--- src/rtl/tick_gen.sv ---
// tick_gen: timebase for the LED/PWM stage.
//
// Divides clk into a 1 ms strobe and a 1 s strobe. It also exports the
// millisecond position within the current second, a wrapping seconds count
// and a 1 s square wave. Every output is a flop driven from clk, and no
// clock is derived from clk: consumers use the strobes as clock enables.
//
// Ports
//   clk      main clock
//   rst      synchronous reset, active-high
//   en       count enable; low freezes cyc/ms_cnt/s_cnt/lvl_1s
//   clr      synchronous restart of the timebase (also clears lvl_1s)
//   tick_ms  one-cycle strobe per elapsed millisecond
//   tick_s   one-cycle strobe per elapsed second (coincides with tick_ms)
//   ms_cnt   millisecond within the current second, 0..MS_PER_S-1
//   s_cnt    seconds, 0..S_MAX, wraps to 0
//   s_wrap   one-cycle strobe on the S_MAX -> 0 wrap of s_cnt
//   lvl_1s   toggles on every tick_s (2 s period square wave)
//
// Priority of the controls is rst > clr > en.

module tick_gen #(
  parameter int CLK_FREQ_HZ = 25_000_000,
  parameter int MS_PER_S    = 1000,
  parameter int S_MAX       = 999,
  parameter int CNT_W       = 10
) (
  input  logic             clk,
  input  logic             rst,
  input  logic             en,
  input  logic             clr,
  output logic             tick_ms,
  output logic             tick_s,
  output logic [CNT_W-1:0] ms_cnt,
  output logic [CNT_W-1:0] s_cnt,
  output logic             s_wrap,
  output logic             lvl_1s
);

  localparam int CYC_PER_MS = CLK_FREQ_HZ / 1000;
  // Guard the width so that a bad parameter set reports the check below
  // rather than a zero-width vector.
  localparam int CYC_W = (CYC_PER_MS < 2) ? 1 : $clog2(CYC_PER_MS);

  localparam logic [CYC_W-1:0] CYC_LAST = CYC_W'(CYC_PER_MS - 1);
  localparam logic [CNT_W-1:0] MS_LAST  = CNT_W'(MS_PER_S - 1);
  localparam logic [CNT_W-1:0] S_LAST   = CNT_W'(S_MAX);

  // Parameter sanity checks, evaluated at elaboration.
  if (CLK_FREQ_HZ % 1000 != 0) begin : g_chk_freq
    $error("tick_gen: CLK_FREQ_HZ must be a multiple of 1000");
  end
  if (CYC_PER_MS < 2) begin : g_chk_cyc
    $error("tick_gen: CLK_FREQ_HZ/1000 must be at least 2");
  end
  if (MS_PER_S < 2) begin : g_chk_ms
    $error("tick_gen: MS_PER_S must be at least 2");
  end
  if (S_MAX < 1) begin : g_chk_s
    $error("tick_gen: S_MAX must be at least 1");
  end
  if ((MS_PER_S - 1) >= (2 ** CNT_W) || S_MAX >= (2 ** CNT_W)) begin : g_chk_w
    $error("tick_gen: CNT_W too small for MS_PER_S-1 or S_MAX");
  end

  logic [CYC_W-1:0] cyc;

  // Each wrap below comes from an explicit terminal-count compare.
  // CYC_PER_MS need not be a power of two, so the bit width alone
  // would not produce the correct period.
  always_ff @(posedge clk) begin
    if (rst || clr) begin
      // A partial millisecond is dropped silently, and a terminal count
      // that coincides with rst/clr raises no strobe.
      cyc     <= '0;
      ms_cnt  <= '0;
      s_cnt   <= '0;
      tick_ms <= 1'b0;
      tick_s  <= 1'b0;
      s_wrap  <= 1'b0;
      lvl_1s  <= 1'b0;
    end else begin
      // Strobes default low every edge so that a freeze never stretches them.
      tick_ms <= 1'b0;
      tick_s  <= 1'b0;
      s_wrap  <= 1'b0;
      if (en) begin
        if (cyc != CYC_LAST) begin
          cyc <= cyc + CYC_W'(1);
        end else begin
          cyc     <= '0;
          tick_ms <= 1'b1;
          if (ms_cnt != MS_LAST) begin
            ms_cnt <= ms_cnt + CNT_W'(1);
          end else begin
            ms_cnt <= '0;
            tick_s <= 1'b1;
            lvl_1s <= ~lvl_1s;
            if (s_cnt != S_LAST) begin
              s_cnt <= s_cnt + CNT_W'(1);
            end else begin
              s_cnt  <= '0;
              s_wrap <= 1'b1;
            end
          end
        end
      end
    end
  end

endmodule
--- config.mk ---
export PLATFORM = sky130hd
export DESIGN_NAME = tick_gen
export DESIGN_NICKNAME = d
export VERILOG_FILES = /design/src/rtl/tick_gen.sv
export SDC_FILE = /design/constraint.sdc
export NUM_CORES = 1
export LEC_CHECK = 0
export ABC_AREA = 1
export BUFFER_PORTS_ARGS = -buffer_cell sky130_fd_sc_hd__buf_4
export CORE_MARGIN = 2
export CORE_UTILIZATION = 40
export DETAILED_ROUTE_END_ITERATION = 12
export SLEW_MARGIN = 20
export SYNTH_ARGS = -nofsm -noshare
export SYNTH_HDL_FRONTEND = slang
export SYNTH_SLANG_ARGS = --single-unit
export TNS_END_PERCENT = 10
--- constraint.sdc ---
create_clock -name clk -period 1.5 [get_ports clk]
set_clock_uncertainty 0.2 [all_clocks]
set_input_delay 0.15 -clock clk [delete_from_list [all_inputs] [get_ports clk]]
set_output_delay 0.15 -clock clk [all_outputs]
set_load 0.01 [all_outputs]
==> results_dict.tcl, run 1 <==
set metrics [dict create \
    final_cell_mix "81 x buf_4, 74 x nand2_1, 46 x nor2_1" \
    globalplace.congestion 0.8590 \
    leakagePower_nw 1.401 \
    crit_path_end_kind "register" \
    coreArea_mm2 0.005107 \
    viasPerCell 4.634 \
    diodes 0 \
    clk_pin_slew_ps 80 \
    critPathBufInv 2 \
    multi_input_comb_area_mm2 0.001291 \
    vias 2252 \
    post_synth.cell_area_avg_um2 6.511 \
    layout_commonest_cell "buf_4" \
    placed_cells 472 \
    die_height_um 76.62 \
    cts.sinks 39 \
    wirelength_um 5291 \
    r2r-start "ms_cnt[1]" \
    outcome "finished with violations" \
    hold_end "cyc[0]" \
    antenna_found_initial 0 \
    final_area_mm2 0.003146 \
    p_int_w 0.001556 \
    layout_setup_ws_ps -160.6 \
    crit_required_ps 1500 \
    drive_gt1_frac 0.3702 \
    r2r_slack_ps -160 \
    syn_nets 331 \
    dpl-instance-area_mm2 0.002839 \
    grt_pass1_vias 2116 \
    synthDominantCellAreaShare 0.3701 \
    grt_max_degree 13 \
    r2r_cells 10 \
    die_area_mm2 0.005871 \
    clkLatencyLatePin_ps 300 \
    die_w_um 76.62 \
    cts_buffers 5 \
    synth.distinct_cells 28 \
    synth_area_mm2 0.002110 \
    critPathMaxStageDelay_ps 360 \
    seqCellArea_um2 799.5 \
    switchingPower_w 0.0004476 \
    setup_violations 26 \
    crit_fanout 7 \
    postRouteAntennaNets 0 \
    grt_overflow 0 \
    swShare 0.2234 \
    dr.pass1.iters 4 \
    grt_use_total 0.1912 \
    combPwrFrac 0.044 \
    ys_seq_elements 39 \
    crit_type "reg2reg" \
    powerDensity_mw_per_mm2 636.9 \
    routedWlPerCell_um 10.89 \
    violations "negative setup slack" \
    hold_viol 0 \
    pwr-share-clk 0.439 \
    path_cells "ha_4, nand2_4, inv_4, nand3_4, nor2_4, nand3_4, nand2_8, o21ai_2, nand2_1, inv_1" \
    dp_hpwl_um 3991 \
    max_cap_viol_count 0 \
    fill_cells 474 \
    cts_tree "built" \
    initial_core_util 0.4130 \
    hold_depth 4 \
    rsz0062_at_grt "true" \
    portBuffers 27 \
    max_freq_ghz 0.6022 \
    hold_ws_ps 4.899 \
    yosys_warnings 0 \
    netlist_top_cells_area "dfxtp_1 37%, nand2_1 14%, nor2_1 9.4%" \
    critPathLaunchType "register" \
    cp_slowest_cell "dfxtp_4" \
    num_io_pins 28 \
    vdd_drop_max_uv 406.5 \
    finalCriticalPeriod_ps 1661 \
    fin_crit_sh 1.107 \
    drc 0 \
    clk_path_buf_depth 2 \
    cp_common_cell "nand3_4" \
    synth_top_area_cell "dfxtp_1" \
    fin_cells 486 \
    drt_iter0_drc 103 \
    finalNetCount 422 \
    arrival_ps 1660 \
    h-tree-depth 2 \
    synthCells 324 \
    ys_seq_area_frac 0.3701 \
    cp_top_family "simple AND/OR/NAND/NOR gates" \
    slew_viol_final 0 \
    r2r_end "s_cnt[2]" \
    grt_pass1_wl_um 9197 \
    pwr-share-seq 0.517 \
    fin_util 0.6159 \
    rows 26 \
    min_from "en" \
    slew-limit-headroom 0.7116 \
    holdCritPathClass "in2reg" \
    cts-root-buf "clkbuf_8" \
    worst_pin_slew_ps 432.1 \
    area_growth_pct 49.11 \
]
==> cell usage after synthesis, drive strengths merged <==
master / number
a21oi: 11
nand2: 86
dfxtp: 39
and3: 1
buf: 1
o211ai: 1
a31oi: 1
xor2: 3
xnor2: 2
inv: 52
o21bai: 2
nor3: 4
nor2: 64
nand3b: 2
ha: 3
nand4: 5
nand3: 29
clkbuf: 1
o21ai: 17
==> how the worst max path moves through the flow <==
stage                   start       end  slack (ps)  cells after the start
finish              ms_cnt[1]  s_cnt[2]        -160                     10
global route        ms_cnt[1]  s_cnt[2]        -230                     10
CTS                 ms_cnt[0]  s_cnt[7]        -130                      9
detailed placement     cyc[0]    lvl_1s        -180                      8
global placement       cyc[0]  s_cnt[2]        -150                      8
floorplan           ms_cnt[1]  s_cnt[2]         -60                     10
==> metal layers <==
metal  track usage  share of wire
met5             0              0
met3       0.04384          0.044
met1        0.2383           0.46
met4       0.07091          0.011
met2        0.3212           0.49
==> through the flow <==
step / power, W / TNS, ps / setup WS (ps)
floorplan: 0.001101 / -505.7 / -62.09
global placement: 0.001130 / -2785 / -154.2
detailed placement: 0.001130 / -3717 / -176.9
CTS: 0.002024 / -2009 / -133.0
global route: 0.002082 / -5520 / -227.6
finish: 0.002004 / -2266 / -160.6
==> power groups by stage <==
stage	logic, W	clock network, W	registers (W)
after global placement	0.0000713	0	0.00106
after detailed placement	0.0000712	0	0.00106
after floorplan	0.0000422	0	0.00106
after global routing	0.0000998	0.000946	0.00104
after CTS	0.0000829	0.000905	0.00104
final	0.0000890	0.000879	0.00104
==> what timing repair did <==
item | 4_1_cts | 5_1_grt
cloned | 1 | 0
endpoints found under the setup margin | 37 | 37
hold buffers | 1 | 0
buffers inserted | 3 | 1
hold endpoints to repair | 3 | 0
gates resized for setup | 27 | 17
pin swaps | 10 | 8
==> worst reg2reg max path, delay by kind of cell, from the launching register on <==
family / cells / cell delay (ps)
AO/OA/AOI/OAI: 1 / 70
AND/OR/NAND/NOR: 6 / 680
adder cells (fa/ha/maj): 1 / 150
buffers and inverters: 2 / 110
flip-flops: 1 / 360
==> flip-flops by register name (all words and copies together), names as in the netlist <==
signal   cells
tick_ms      1
cyc         15
lvl_1s       1
tick_s       1
ms_cnt      10
s_wrap       1
s_cnt       10
==> logic make-up after synthesis <==
group / synth area share
AND/OR/NAND/NOR: 0.4146
buffers and inverters: 0.09667
flip-flops: 0.3701
AO/OA/AOI/OAI: 0.08007
XOR/XNOR: 0.02076
adder cells (fa/ha/maj): 0.01780
==> final cells by class <==
type                    instances  share of cell area
clock buffers                   5             0.02188
clock inverters                 3             0.01233
inverters                      52             0.06603
multi-input cells             232              0.4105
flip-flops and latches         39              0.2542
well taps                      70             0.02784
repair buffers                 85              0.2072
Note: power is estimated with default switching activity, not from simulation.
==> run 2: changes to the inputs <==
Settings changed: TNS_END_PERCENT 10 to 5.
==> results_dict.tcl, run 2 (synthesized netlist as in run 1, its figures left out) <==
set metrics [dict create \
    antenna_found_initial 0 \
    critPathLaunchType "register" \
    largest_register_ffs 15 \
    violations "negative setup slack" \
    die_height_um 76.62 \
    clk_pin_slew_ps 80 \
    drc 0 \
    crit_type "reg2reg" \
    critPathMaxStageDelay_ps 360 \
    layout_commonest_cell "buf_4" \
    viasPerCell 4.605 \
    grt_pass1_vias 2053 \
    crit_fanout 7 \
    vdd_drop_max_uv 402.2 \
    cts.sinks 39 \
    grt_overflow 0 \
    dr.pass1.iters 4 \
    max_cap_viol_count 0 \
    dp_hpwl_um 3991 \
    initial_core_util 0.4130 \
    globalplace.congestion 0.8590 \
    grt_pass1_wl_um 8914 \
    reg_top3 "cyc (15), ms_cnt (10), s_cnt (10)" \
    crit_path_end_kind "register" \
    outcome "finished with violations" \
    r2r_cells 10 \
    coreArea_mm2 0.005107 \
    min_from "en" \
    die_area_mm2 0.005871 \
    cp_common_cell "nand3_4" \
    grt_use_total 0.1857 \
    fill_cells 484 \
    slew-limit-headroom 0.7190 \
    area_growth_pct 45.49 \
    cts-root-buf "clkbuf_8" \
    p_total_w 0.001994 \
    grt_max_degree 13 \
    fin_crit_sh 1.107 \
    hold_end "cyc[0]" \
    hold_viol 0 \
    hold_depth 4 \
    setup_violations 32 \
    regMostFlops "cyc" \
    leakagePower_nw 1.377 \
    wirelength_um 5220 \
    rsz0062_at_grt "true" \
    holdCritPathClass "in2reg" \
    drt_iter0_drc 95 \
    die_w_um 76.62 \
    postRouteAntennaNets 0 \
    portBuffers 27 \
    finalCriticalPeriod_ps 1661 \
    cts_buffers 5 \
    fin_util 0.6009 \
    cts_tree "built" \
    num_io_pins 28 \
    slew_viol_final 0 \
    r2r-start "ms_cnt[1]" \
    finalNetCount 420 \
    setup_tns_ps -2694 \
    h-tree-depth 2 \
    arrival_ps 1670 \
    rows 26 \
    vias 2229 \
    clk_path_buf_depth 2 \
    r2r_slack_ps -160 \
    worst_pin_slew_ps 421.0 \
    routedWlPerCell_um 10.79 \
    max_freq_ghz 0.6021 \
    diodes 0 \
    path_cells "ha_4, nand2_4, inv_4, nand3_4, nor2_4, nand3_4, nand2_8, o21ai_1, nand2_1, inv_1" \
    final_cell_mix "82 x buf_4, 79 x nand2_1, 47 x nor2_1" \
    clkLatencyLatePin_ps 300 \
    crit_required_ps 1500 \
    cp_slowest_cell "dfxtp_4" \
    powerDensity_mw_per_mm2 649.8 \
    r2r_end "s_cnt[2]" \
    drive_gt1_frac 0.3430 \
    layout_setup_ws_ps -160.9 \
]
## run 2: cell types whose count changed in the layout (fill, tap and decap cells not counted), sizes merged
cell and delta:
buf -2
## run 2: critical path: cells and delay by family, from the launching register on
kind / cells / cell delay, ps
compound gates: 1 / 70
fa+ha+maj: 1 / 150
buf+inv: 2 / 100
flops: 1 / 360
simple gates: 6 / 670
## run 2: worst max-delay path by stage
| stage | from | endpoint | slack (ps) | cells after the start |
|---|---|---|---|---|
| 2_1_floorplan | ms_cnt[1] | s_cnt[2] | -60 | 10 |
| 3_3_place_gp | cyc[0] | s_cnt[2] | -150 | 8 |
| 3_5_place_dp | cyc[0] | lvl_1s | -180 | 8 |
| 4_1_cts | ms_cnt[0] | s_cnt[5] | -140 | 10 |
| 5_1_grt | s_cnt[0] | s_cnt[6] | -240 | 10 |
| 6_report | ms_cnt[1] | s_cnt[2] | -160 | 10 |
## run 2: per-stage QoR
| stage | setup WS [ps] | area [µm²] | cells | hold WS [ps] |
|---|---|---|---|---|
| floorplan | -62.09 | 2160 | 324 | 110.1 |
| global placement | -154.2 | 2839 | 472 | 248.3 |
| detailed placement | -176.9 | 2839 | 472 | 270.8 |
| CTS | -140.8 | 3007 | 483 | -0.2667 |
| global route | -243.6 | 3069 | 484 | 21.13 |
| finish | -160.9 | 3069 | 484 | 2.317 |
## run 2: area by class of cell
class / instances / area [µm²] / area share
inverter: 52 / 200.2 / 0.06523
multi-input combinational: 232 / 1249 / 0.4069
tap: 70 / 87.58 / 0.02854
timing repair buffer: 83 / 625.6 / 0.2038
clock inverter: 3 / 38.79 / 0.01264
sequential: 39 / 799.5 / 0.2605
clock buffer: 5 / 68.82 / 0.02242
## run 2: report_power, final
| group | internal, W | total [W] | switching, W |
|---|---|---|---|
| registers | 0.00103 | 0.00104 | 0.00000251 |
| clock network | 0.000487 | 0.000876 | 0.000389 |
| logic | 0.0000326 | 0.0000826 | 0.0000500 |
## run 2: repair_timing
action,in CTS,in global routing
endpoints found under the setup margin,37,37
pin swaps,10,8
setup buffers,1,1
hold buffers,1,0
resized for setup,11,16
hold endpoints to repair,3,0
cloned,1,0
## run 2: routing by layer
metal	GRT usage	vias to the layer above	share of wire
met4	0.06545	0	0.015
met2	0.3088	33	0.48
met5	0	-	0
li1	-	1193	-
met3	0.04265	9	0.035
met1	0.2354	994	0.47
==> run 3: changes to the inputs <==
Settings changed: HOLD_SLACK_MARGIN from default to 0.1.
==> results_dict.tcl, run 3 (synthesized netlist as in run 1, its figures left out) <==
set metrics [dict create \
    die_w_um 76.62 \
    antenna_found_initial 0 \
    initial_core_util 0.4130 \
    portBuffers 27 \
    dp_hpwl_um 3991 \
    violations "negative hold slack, negative setup slack" \
    globalplace.congestion 0.8590 \
    crit_path_end_kind "register" \
    finalNetCount 421 \
    dp_slack_ps -176.9 \
    diodes 0 \
    fin_cells 485 \
    largest_register_ffs 15 \
    h-tree-depth 2 \
    dr.pass1.iters 4 \
    layout_commonest_cell "buf_4" \
    clk_pin_slew_ps 80 \
    powerDensity_mw_per_mm2 648.7 \
    critPathLaunchType "register" \
    leakagePower_nw 1.381 \
    layout_setup_ws_ps -167.9 \
    num_io_pins 28 \
    final_cell_mix "82 x buf_4, 79 x nand2_1, 47 x nor2_1" \
    wirelength_um 5278 \
    grt_pass1_vias 2063 \
    routedWlPerCell_um 10.88 \
    rows 26 \
    vias 2220 \
    arrival_ps 1670 \
    grt_max_degree 13 \
    viasPerCell 4.577 \
    holdCritPathClass "in2reg" \
    area_growth_pct 45.91 \
    worst_pin_slew_ps 429.2 \
    cts.sinks 39 \
    outcome "finished with violations" \
    final_area_mm2 0.003078 \
    slew-limit-headroom 0.7136 \
    crit_required_ps 1500 \
    grt_overflow 0 \
    placed_cells 472 \
    postCtsHoldBufs 2 \
    reg_top3 "cyc (15), ms_cnt (10), s_cnt (10)" \
    drc 0 \
    cts-root-buf "clkbuf_8" \
    max_cap_viol_count 0 \
    finalCriticalPeriod_ps 1668 \
    die_height_um 76.62 \
    grt_use_total 0.1877 \
    postRouteAntennaNets 0 \
    crit_type "reg2reg" \
    dpl-instance-area_mm2 0.002839 \
    hold_viol 1 \
    slew_viol_final 0 \
    clkLatencyLatePin_ps 300 \
    drt_iter0_drc 92 \
    hold_ws_ps -13.54 \
    vdd_drop_max_uv 400.0 \
    fin_crit_sh 1.112 \
    max_freq_ghz 0.5995 \
    grt_pass1_wl_um 8990 \
    drive_gt1_frac 0.3398 \
    regMostFlops "cyc" \
    cts_tree "built" \
    cts_buffers 5 \
    clk_path_buf_depth 2 \
    setup_tns_ps -2801 \
    crit_fanout 7 \
    die_area_mm2 0.005871 \
    fill_cells 475 \
    setup_violations 32 \
    rsz0062_at_grt "true" \
    coreArea_mm2 0.005107 \
]
-- run 3: changes by cell type in the layout (fill, tap and decap cells not counted), sizes merged --
cell / before / now
dlygate4sd3: 1 / 2
-- run 3: metal layers --
metal,up-vias,GRT usage,wire (µm)
li1,1192,-,-
met1,985,0.2368,2480
met2,34,0.3142,2532
met3,9,0.04265,184
met4,0,0.06545,80
met5,-,0,0
-- run 3: per-stage QoR --
step	power, W	utilization
detailed placement	0.001130	0.5559
global placement	0.001130	0.5559
finish	0.001997	0.6026
CTS	0.002019	0.5906
floorplan	0.001101	-
global route	0.002078	0.6026
-- run 3: report_power, final --
group	internal [W]	switching, W
clock	0.000487	0.000388
combinational	0.0000348	0.0000510
sequential	0.00103	0.00000257
-- run 3: final cells by class --
cell class / count / area [µm²] / share of cell area
clock inverters: 3 / 38.79 / 0.01260
inverters: 52 / 200.2 / 0.06504
repair buffers: 84 / 635.6 / 0.2065
multi-input cells: 232 / 1249 / 0.4057
flip-flops and latches: 39 / 798.3 / 0.2593
clock buffers: 5 / 68.82 / 0.02236
well taps: 70 / 87.58 / 0.02846
-- run 3: what timing repair did --
action | 4_1_cts | 5_1_grt
cloned | 1 | 0
pin swaps | 10 | 7
gates resized for setup | 11 | 15
endpoints found under the setup margin | 37 | 37
buffers inserted | 1 | 1
hold endpoints to repair | 4 | 3
-- run 3: path summary, 6_finish.rpt --
kind             start        to  slack, ps  cells past startpoint
max          ms_cnt[1]  s_cnt[2]       -170                     10
min                 en  s_cnt[7]        -10                      3
max reg2reg  ms_cnt[1]  s_cnt[2]       -170                     10
min reg2reg     lvl_1s    lvl_1s        280                      1
-- run 3: worst max-delay path: stages, from the launching register on --
cell     delay (ps)
dfxtp_4         360
ha_4            150
nand2_4          60
inv_4            70
nand3_4          70
nor2_4          180
nand3_4         160
nand2_8         140
o21ai_1          70
nand2_1          70
inv_1            30
